===== src/rtl/mc_ctrl_fsm.sv =====
// Multi-cycle MIPS main controller: sequences fetch/decode/execute/memory/writeback
// and drives the datapath mux selects, write enables and ALU op code each cycle.
module mc_ctrl_fsm #(
    parameter logic [2:0] ALU_ADD = 3'b010,
    parameter logic [2:0] ALU_SUB = 3'b110,
    parameter logic [2:0] ALU_AND = 3'b000,
    parameter logic [2:0] ALU_OR  = 3'b001,
    parameter logic [2:0] ALU_SLT = 3'b111
) (
    input  logic       clk,
    input  logic       resetn,
    input  logic [5:0] opcode,
    input  logic [5:0] funct,
    input  logic       zero,
    input  logic       mem_ready,
    output logic       irwrite,
    output logic       pcen,
    output logic [1:0] pcsrc,
    output logic       iord,
    output logic       memwrite,
    output logic       memread,
    output logic       regwrite,
    output logic       regdst,
    output logic       memtoreg,
    output logic       alusrca,
    output logic [1:0] alusrcb,
    output logic [2:0] alucontrol,
    output logic       illegal,
    output logic [3:0] state
);

    localparam logic [5:0] OP_RTYPE = 6'b000000;
    localparam logic [5:0] OP_LW    = 6'b100011;
    localparam logic [5:0] OP_SW    = 6'b101011;
    localparam logic [5:0] OP_BEQ   = 6'b000100;
    localparam logic [5:0] OP_ADDI  = 6'b001000;
    localparam logic [5:0] OP_J     = 6'b000010;

    localparam logic [5:0] FN_ADD = 6'b100000;
    localparam logic [5:0] FN_SUB = 6'b100010;
    localparam logic [5:0] FN_AND = 6'b100100;
    localparam logic [5:0] FN_OR  = 6'b100101;
    localparam logic [5:0] FN_SLT = 6'b101010;

    typedef enum logic [3:0] {
        S_FETCH    = 4'd0,
        S_DECODE   = 4'd1,
        S_MEMADR   = 4'd2,
        S_MEMRD    = 4'd3,
        S_MEMWB    = 4'd4,
        S_MEMWR    = 4'd5,
        S_EXECUTE  = 4'd6,
        S_ALUWB    = 4'd7,
        S_BRANCH   = 4'd8,
        S_ADDIEXEC = 4'd9,
        S_ADDIWB   = 4'd10,
        S_JUMP     = 4'd11
    } state_t;

    typedef struct packed {
        logic [1:0] pcsrc;
        logic       iord;
        logic       memwrite;
        logic       memread;
        logic       regwrite;
        logic       regdst;
        logic       memtoreg;
        logic       alusrca;
        logic [1:0] alusrcb;
        logic [2:0] alucontrol;
    } moore_t;

    function automatic logic funct_legal(input logic [5:0] f);
        return (f == FN_ADD) || (f == FN_SUB) || (f == FN_AND) ||
               (f == FN_OR)  || (f == FN_SLT);
    endfunction

    function automatic logic [2:0] funct_alu(input logic [5:0] f);
        case (f)
            FN_SUB:  return ALU_SUB;
            FN_AND:  return ALU_AND;
            FN_OR:   return ALU_OR;
            FN_SLT:  return ALU_SLT;
            default: return ALU_ADD;
        endcase
    endfunction

    // State-decoded outputs, evaluated for the state about to be entered so they
    // can be registered alongside it.
    function automatic moore_t moore_for(input state_t s, input logic [5:0] f);
        moore_t m;
        m = '0;
        m.alucontrol = ALU_ADD;
        case (s)
            S_FETCH: begin
                m.memread = 1'b1;
                m.alusrcb = 2'b01;
            end
            S_DECODE: m.alusrcb = 2'b11;
            S_MEMADR: begin
                m.alusrca = 1'b1;
                m.alusrcb = 2'b10;
            end
            S_MEMRD: begin
                m.iord    = 1'b1;
                m.memread = 1'b1;
            end
            S_MEMWB: begin
                m.regwrite = 1'b1;
                m.memtoreg = 1'b1;
            end
            S_MEMWR: begin
                m.iord     = 1'b1;
                m.memwrite = 1'b1;
            end
            S_EXECUTE: begin
                m.alusrca    = 1'b1;
                m.alucontrol = funct_alu(f);
            end
            S_ALUWB: begin
                m.regwrite = 1'b1;
                m.regdst   = 1'b1;
            end
            S_BRANCH: begin
                m.alusrca    = 1'b1;
                m.alucontrol = ALU_SUB;
                m.pcsrc      = 2'b01;
            end
            S_ADDIEXEC: begin
                m.alusrca = 1'b1;
                m.alusrcb = 2'b10;
            end
            S_ADDIWB: m.regwrite = 1'b1;
            S_JUMP:   m.pcsrc    = 2'b10;
            default: ;
        endcase
        return m;
    endfunction

    state_t cur;
    state_t nxt;
    moore_t mo;
    logic   decode_legal;

    always_comb begin
        decode_legal = 1'b0;
        case (opcode)
            OP_LW, OP_SW, OP_BEQ, OP_ADDI, OP_J: decode_legal = 1'b1;
            OP_RTYPE: decode_legal = funct_legal(funct);
            default:  decode_legal = 1'b0;
        endcase
    end

    always_comb begin
        nxt = S_FETCH;
        case (cur)
            S_FETCH:  nxt = mem_ready ? S_DECODE : S_FETCH;
            S_DECODE: begin
                if (!decode_legal)       nxt = S_FETCH;
                else if (opcode == OP_LW || opcode == OP_SW) nxt = S_MEMADR;
                else if (opcode == OP_RTYPE) nxt = S_EXECUTE;
                else if (opcode == OP_BEQ)   nxt = S_BRANCH;
                else if (opcode == OP_ADDI)  nxt = S_ADDIEXEC;
                else                         nxt = S_JUMP;
            end
            S_MEMADR:   nxt = (opcode == OP_LW) ? S_MEMRD : S_MEMWR;
            S_MEMRD:    nxt = mem_ready ? S_MEMWB : S_MEMRD;
            S_MEMWR:    nxt = mem_ready ? S_FETCH : S_MEMWR;
            S_EXECUTE:  nxt = S_ALUWB;
            S_ADDIEXEC: nxt = S_ADDIWB;
            default:    nxt = S_FETCH;
        endcase
    end

    always_ff @(posedge clk or negedge resetn) begin
        if (!resetn) begin
            cur <= S_FETCH;
            mo  <= moore_for(S_FETCH, '0);
        end else begin
            cur <= nxt;
            mo  <= moore_for(nxt, funct);
        end
    end

    logic in_fetch;
    logic in_decode;
    logic in_branch;
    logic in_jump;

    assign in_fetch  = (cur == S_FETCH);
    assign in_decode = (cur == S_DECODE);
    assign in_branch = (cur == S_BRANCH);
    assign in_jump   = (cur == S_JUMP);

    // Enables are masked by resetn so nothing is written while reset is held,
    // even though the registered FETCH decode is already loaded.
    assign irwrite  = resetn & in_fetch & mem_ready;
    assign pcen     = resetn & ((in_fetch & mem_ready) | (in_branch & zero) | in_jump);
    assign illegal  = resetn & in_decode & ~decode_legal;
    assign memread  = resetn & mo.memread;
    assign memwrite = resetn & mo.memwrite;
    assign regwrite = resetn & mo.regwrite;

    assign pcsrc      = mo.pcsrc;
    assign iord       = mo.iord;
    assign regdst     = mo.regdst;
    assign memtoreg   = mo.memtoreg;
    assign alusrca    = mo.alusrca;
    assign alusrcb    = mo.alusrcb;
    assign alucontrol = mo.alucontrol;
    assign state      = cur;

endmodule


===== config.mk =====
export PLATFORM = sky130hd
export DESIGN_NAME = mc_ctrl_fsm
export DESIGN_NICKNAME = d
export VERILOG_FILES = /design/src/rtl/mc_ctrl_fsm.sv
export SDC_FILE = /design/constraint.sdc
export NUM_CORES = 1
export LEC_CHECK = 0
export CAP_MARGIN = 20
export CORE_ASPECT_RATIO = 0.6
export CORE_MARGIN = 2
export CORE_UTILIZATION = 45
export DETAILED_ROUTE_END_ITERATION = 8
export PLACE_DENSITY_LB_ADDON = 0.3
export SYNTH_ARGS = -nofsm -noshare
export SYNTH_HDL_FRONTEND = slang
export SYNTH_SLANG_ARGS = --single-unit

===== constraint.sdc =====
create_clock -name clk -period 2.21 [get_ports clk]
set_input_delay 0.3315 -clock clk [delete_from_list [all_inputs] [get_ports clk]]
set_output_delay 0.3315 -clock clk [all_outputs]
set_load 0.01 [all_outputs]

==> metrics.txt <==
Port Buffers 36; r2r setup slk 0.40 ns; clock buffer depth 2; max_cap viols 0; # fillers 154; RSZ-0062 raised after global routing yes; Post-Syn Instances 123; complex-gate fraction of the synthesized area 0.1734; Yosys reg bits 18; worst slack at placement -0.1963 ns; Die W 68.37 µm; clock skew 0.005803 ns; Top Ports 37; Critical Path Sink Type primary output; Total GRT Usage 0.2424; Pleak 0.7856 nW; Power Density 585.2 nW/µm²; H-tree depth 1; combinational share of power 0.365; final hold violations 0; setup slack after layout 0.08664 ns; fin. max-slew vios 0; Req. time, crit path 1.88 ns; Final Cycle Share 0.9608; Starting Density 0.4947; number of warnings issued by yosys 0; post-DP HPWL 2.508 mm; Seq/Total Area, Yosys 0.4060; nets 200; row cnt 13; adder-cell area share of the yosys netlist 0; Skew-Pair Late Insertion Delay 0.25 ns; via count 1124; Final ANT Viol Nets 0; first-pass GRT wire length 5.085 mm; Die ar. 2914 µm²; Peak VDD IR 0.3636 mV; reg2reg start state[3]; Num CTS Buffers 3; Worst Reg2Reg Path Length in Cells 6; number of global-route vias before repair 1068; hold buffers post-CTS 0; multiplexer area fraction after synthesis 0.01790; Final Util 0.7748; drt first pass iters 4; Worst-Margin Slew 0.3495 ns; Post-Syn Nets 139; crit path from opcode[0]; critical path arrival 1.79 ns; outcome finished, final reports clean; CTS root buffer clkbuf_8; Fmax achieved 471.0 MHz; total wire length 3.191 mm; total core area 2261 µm²; CTS sink cnt 18; gr ovfl total 0; worst-path maximum fanout 5; clock-pin slew on the worst setup and hold paths 0.07 ns; vias per cell 5.277; setup repair bufs after CTS 0; fin crit period 2.123 ns; crit start category primary input; DIE HEIGHT 42.62 µm; Synth Area per Inst 9.094 µm²; relative slew slack 0.7648; Initial DRC Count 61; routed len/inst 14.98 µm; register share of total power 0.376; share of cells above drive strength 1 0.2787; largest net degree at the start of global routing 11; largest family of logic cells by synthesized area simple AND/OR/NAND/NOR gates; kind of critical path primary input to primary output; cell area after synthesis 1119 µm²; Switching Share 0.2953; Internal 0.7223 mW; Synth-to-Final Area Change 56.60%; TritonCTS clock tree done; antenna violations before repair 0; switching power 0.3027 mW; ANT cells 0; Synth cell types 41; Post-Synth Simple-Gate Area 0.2763; endpoints failing setup 0; post-synthesis xor/xnor area fraction 0.02349; Clock Power Share 0.259; setup tns final 0 ns; Tightest Hold Check Type primary input to asynchronous set/reset pin; DRC viols 0; gpl congestion 0.8239
[cells in the mapped netlist, drive strengths merged]
cell type	number	area, µm²
dfrtp	15	375.4
buf	13	88.83
nor3	10	50.05
nor2	9	33.78
a21oi	8	47.55
nand2	8	30.03
o21ai	7	35.03
inv	6	22.52
nand2b	6	37.54
and2	3	18.77
dfstp	3	78.83
nand3b	3	22.52
nor3b	3	27.52
nor4	3	25.02
a22oi	2	15.01
a31oi	2	12.51
and3	2	12.51
mux2i	2	20.02
nor2b	2	12.51
xor2	2	17.52
a211oi	1	12.51
a21o	1	7.510
a311oi	1	15.01
a31o	1	8.760
a32oi	1	8.760
and4	1	8.760
and4b	1	10.01
clkinv	1	3.750
nand3	1	5.000
nand4b	1	8.760
o211ai	1	12.51
o21bai	1	18.77
or3	1	6.260
xnor2	1	8.760
[placed cells by master (no fill, tap or decap), types with 2 or more instances in the layout]
cell and instances:
buf_4 32, nand2b_1 6, a22oi_1 2, o21ai_0 2, mux2i_1 2, inv_1 5
a21oi_2 2, dfstp_2 3, a31oi_1 2, nand2_1 8, dlygate4sd2_1 2, nor2b_1 2
nor4_1 2, clkdlybuf4s50_1 32, dfrtp_1 14, nor3_1 9, xor2_1 2, o21ai_1 5
and3_1 2, clkbuf_8 4, dlymetal6s2s_1 2, nand3b_1 3, nor2_1 9, and2_1 3
a21oi_1 6, nor3b_1 2
[path summary, 6_finish.rpt]
kind / endpoint
hold / removal: regdst
setup / recovery: illegal
max in group asynchronous: mo[9]
min in group clk: mo[8]
hold reg to reg: mo[8]
setup reg to reg: iord
[flip-flops by register name, indices dropped and copies added, names as in the netlist]
signal      cells
state           4
iord            1
mo              3
memtoreg        1
pcsrc           2
alusrca         1
alusrcb         2
regdst          1
alucontrol      3
[critical path: stages]
cell,delay (ns)
clkdlybuf4s50_1,0.51
nor4_2,0.36
nand2_1,0.15
o211ai_2,0.10
nor3_1,0.06
dlygate4sd2_1,0.28
[what timing repair did]
item                                    in CTS  in global routing
endpoints found under the setup margin       1                  3
resized for setup                            2                  4
cloned                                       0                  0
[metal layers]
layer,global-route usage,routed length [µm],up-vias
li1,-,-,546
met1,0.3467,1514,524
met2,0.3728,1449,52
met3,0.05108,214,2
met4,0.05600,13,0
met5,0,0,-
[cell type report]
type | instances | area [µm²] | share of cell area
timing repair buffer | 69 | 623.1 | 0.3557
tap | 30 | 37.54 | 0.02143
sequential | 18 | 455.4 | 0.2600
clock buffer | 4 | 55.05 | 0.03143
inverter | 7 | 26.28 | 0.01500
multi-input combinational | 85 | 554.3 | 0.3164
[power by group through the flow]
stage	clock network, mW	logic, mW	registers (mW)
floorplan	0	0.178	0.391
CTS	0.271	0.372	0.386
global placement	0	0.362	0.388
finish	0.266	0.374	0.386
global route	0.286	0.403	0.389
detailed placement	0	0.370	0.391
[stage by stage]
| step | cells | hold slack [ns] | instance area, µm² | power [mW] |
|---|---|---|---|---|
| 3_5_place_dp | 209 | 0.6202 | 1688 | 0.7606 |
| 5_1_grt | 213 | 0.4877 | 1752 | 1.078 |
| 4_1_cts | 213 | 0.4793 | 1740 | 1.029 |
| 3_3_place_gp | 209 | 0.6146 | 1688 | 0.7495 |
| 6_report | 213 | 0.4711 | 1752 | 1.025 |
| 2_1_floorplan | 123 | 0.03591 | 1119 | 0.5694 |
[logic make-up after synthesis]
logic type      count (synthesis)
simple gates                   54
xor+xnor                        3
buf+inv                        20
mux                             2
compound gates                 26
flops                          18
(Power assumes the default switching activity.)
==> RTL change (same flow settings) <==
`ALU_SLT`: 3'b111 -> 3'b100.
--- a/src/rtl/mc_ctrl_fsm.sv
+++ b/src/rtl/mc_ctrl_fsm.sv
@@ -5,7 +5,7 @@
     parameter logic [2:0] ALU_SUB = 3'b110,
     parameter logic [2:0] ALU_AND = 3'b000,
     parameter logic [2:0] ALU_OR  = 3'b001,
-    parameter logic [2:0] ALU_SLT = 3'b111
+    parameter logic [2:0] ALU_SLT = 3'b100
 ) (
     input  logic       clk,
     input  logic       resetn,
Behaviour: not the same (a bounded check fails within 4 cycles, from zero or initial values and one cycle with resetn low).
==> RTL change against the original RTL <==
Hold slack lost 280 ps; wire length shrank 4.9%; worst setup slack lost 65 ps; total power shrank 12%; combinational power shrank 28%; clock power shrank 3%; sequential share of layout area grew 0.54 points; final area shrank 2.3%; area after synthesis shrank 0.22%; sequential cell count is the same; critical path type is now in -> reg; largest power group unchanged; highest routed layer unchanged.
==> RTL change: results <==
metrics = {
    "timing": {
        "max_freq_mhz": 457,
        "skew_ps": 5.00,
    },
    "layout": {
        "final_nets": 191,
        "drive_gt1_share_pct": 27.6,
    },
    "yosys": {
        "synth_nets": 133,
        "synth_xor_area_share_pct": 1.57,
        "synthTopCellsByArea": "dfrtp_1 34%, dfstp_2 7.1%, buf_4 5.4%",
        "synth-compound-area-share_pct": 16.5,
        "muxShareOfSynthArea_pct": 2.24,
        "synth_commonest_cells": "15 x dfrtp_1, 11 x nor2_1, 9 x nand2_1",
        "synth_cell_type_count": 38,
    },
    "setup_path": {
        "setup.worst_path.end_class": "flip-flop",
        "critical_path.max_stage_delay_ps": 490,
        "rr_startpoint": "state[1]",
        "crit_start": "funct[0]",
        "r2r-end": "alucontrol[0]",
        "crit_end": "iord",
        "reg2reg_setup_slack_ps": 230,
    },
    "placed_design": {
        "place_congestion": 0.825,
        "dp_slack_ps": -378,
        "dp_hpwl_um": 2290,
    },
    "status": {
        "status": "complete, no violations",
    },
    "grt": {
        "track_usage_pct": 22.8,
    },
    "drt": {
        "routed_wirelength_um": 3030,
    },
    "pwr": {
        "peakVddDrop_mv": 0.371,
    },
}
==> RTL change: cell types whose count changed after synthesis, sizes merged, moves of 2 or more <==
cell,unedited run,this run
nand3b,3,0
a21oi,8,5
nor2b,2,4
nor2,9,11
a22oi,2,0
nor3,10,5
nand2b,6,4
o21ai,7,4
nor4b,0,3
nand3,1,5
==> RTL change: cell families (layout without fill, tap and decap cells) <==
| kind of cell | count (synthesis) | count (layout) |
|---|---|---|
| AOI/OAI and AO/OA | 23 | 23 |
| xor gates and xnor gates | 2 | 2 |
| buffers and inverters | 18 | 75 |
| DFF | 18 | 18 |
| muxes | 2 | 2 |
| and+or+nand+nor | 54 | 54 |
==> RTL change: report_power, final <==
part,internal (W),switching [W]
sequential,0.000356,0.0000149
clock,0.000158,0.0000997
combinational,0.000141,0.000129
==> RTL change: cell type report <==
type                    count  area, um^2
multi-input cells          81         564
well taps                  30        37.5
repair buffers             65         578
inverters                   6        22.5
fillers                   164         549
clock buffers               4        55.1
flip-flops and latches     18         454
==> RTL change: repair_timing <==
item | in CTS | in global routing
endpoints found under the setup margin | 1 | 3
setup buffers | 1 | 0
hold buffers | 0 | 1
pin swaps | 3 | 1
hold endpoints to repair | 0 | 1
gates resized for setup | 7 | 3
==> RTL change: worst min-delay path by stage <==
stage	startpoint	to	slack, ps	cells after the start
after floorplan	resetn	alucontrol[0]	40	0
after global placement	resetn	state[0]	580	1
after detailed placement	resetn	state[0]	580	1
after CTS	resetn	state[0]	320	1
after global routing	resetn	memtoreg	210	2
final	resetn	regdst	190	2
==> RTL change: metrics by stage <==
step / std cells / instance area (um^2)
5_1_grt: 204 / 1710
2_1_floorplan: 117 / 1120
3_5_place_dp: 198 / 1640
4_1_cts: 203 / 1690
3_3_place_gp: 198 / 1640
6_report: 204 / 1710
==> RTL change: metal layers <==
metal  GRT usage (%)  vias to the layer above  part of all wire (%)  wire [um]
met1            32.8                      506                    45       1360
met2            35.7                       47                    48       1450
li1                -                      521                     -          -
met5               0                        -                     0          0
met3            5.91                        2                   7.1        216
met4            2.40                        0                  0.30          9
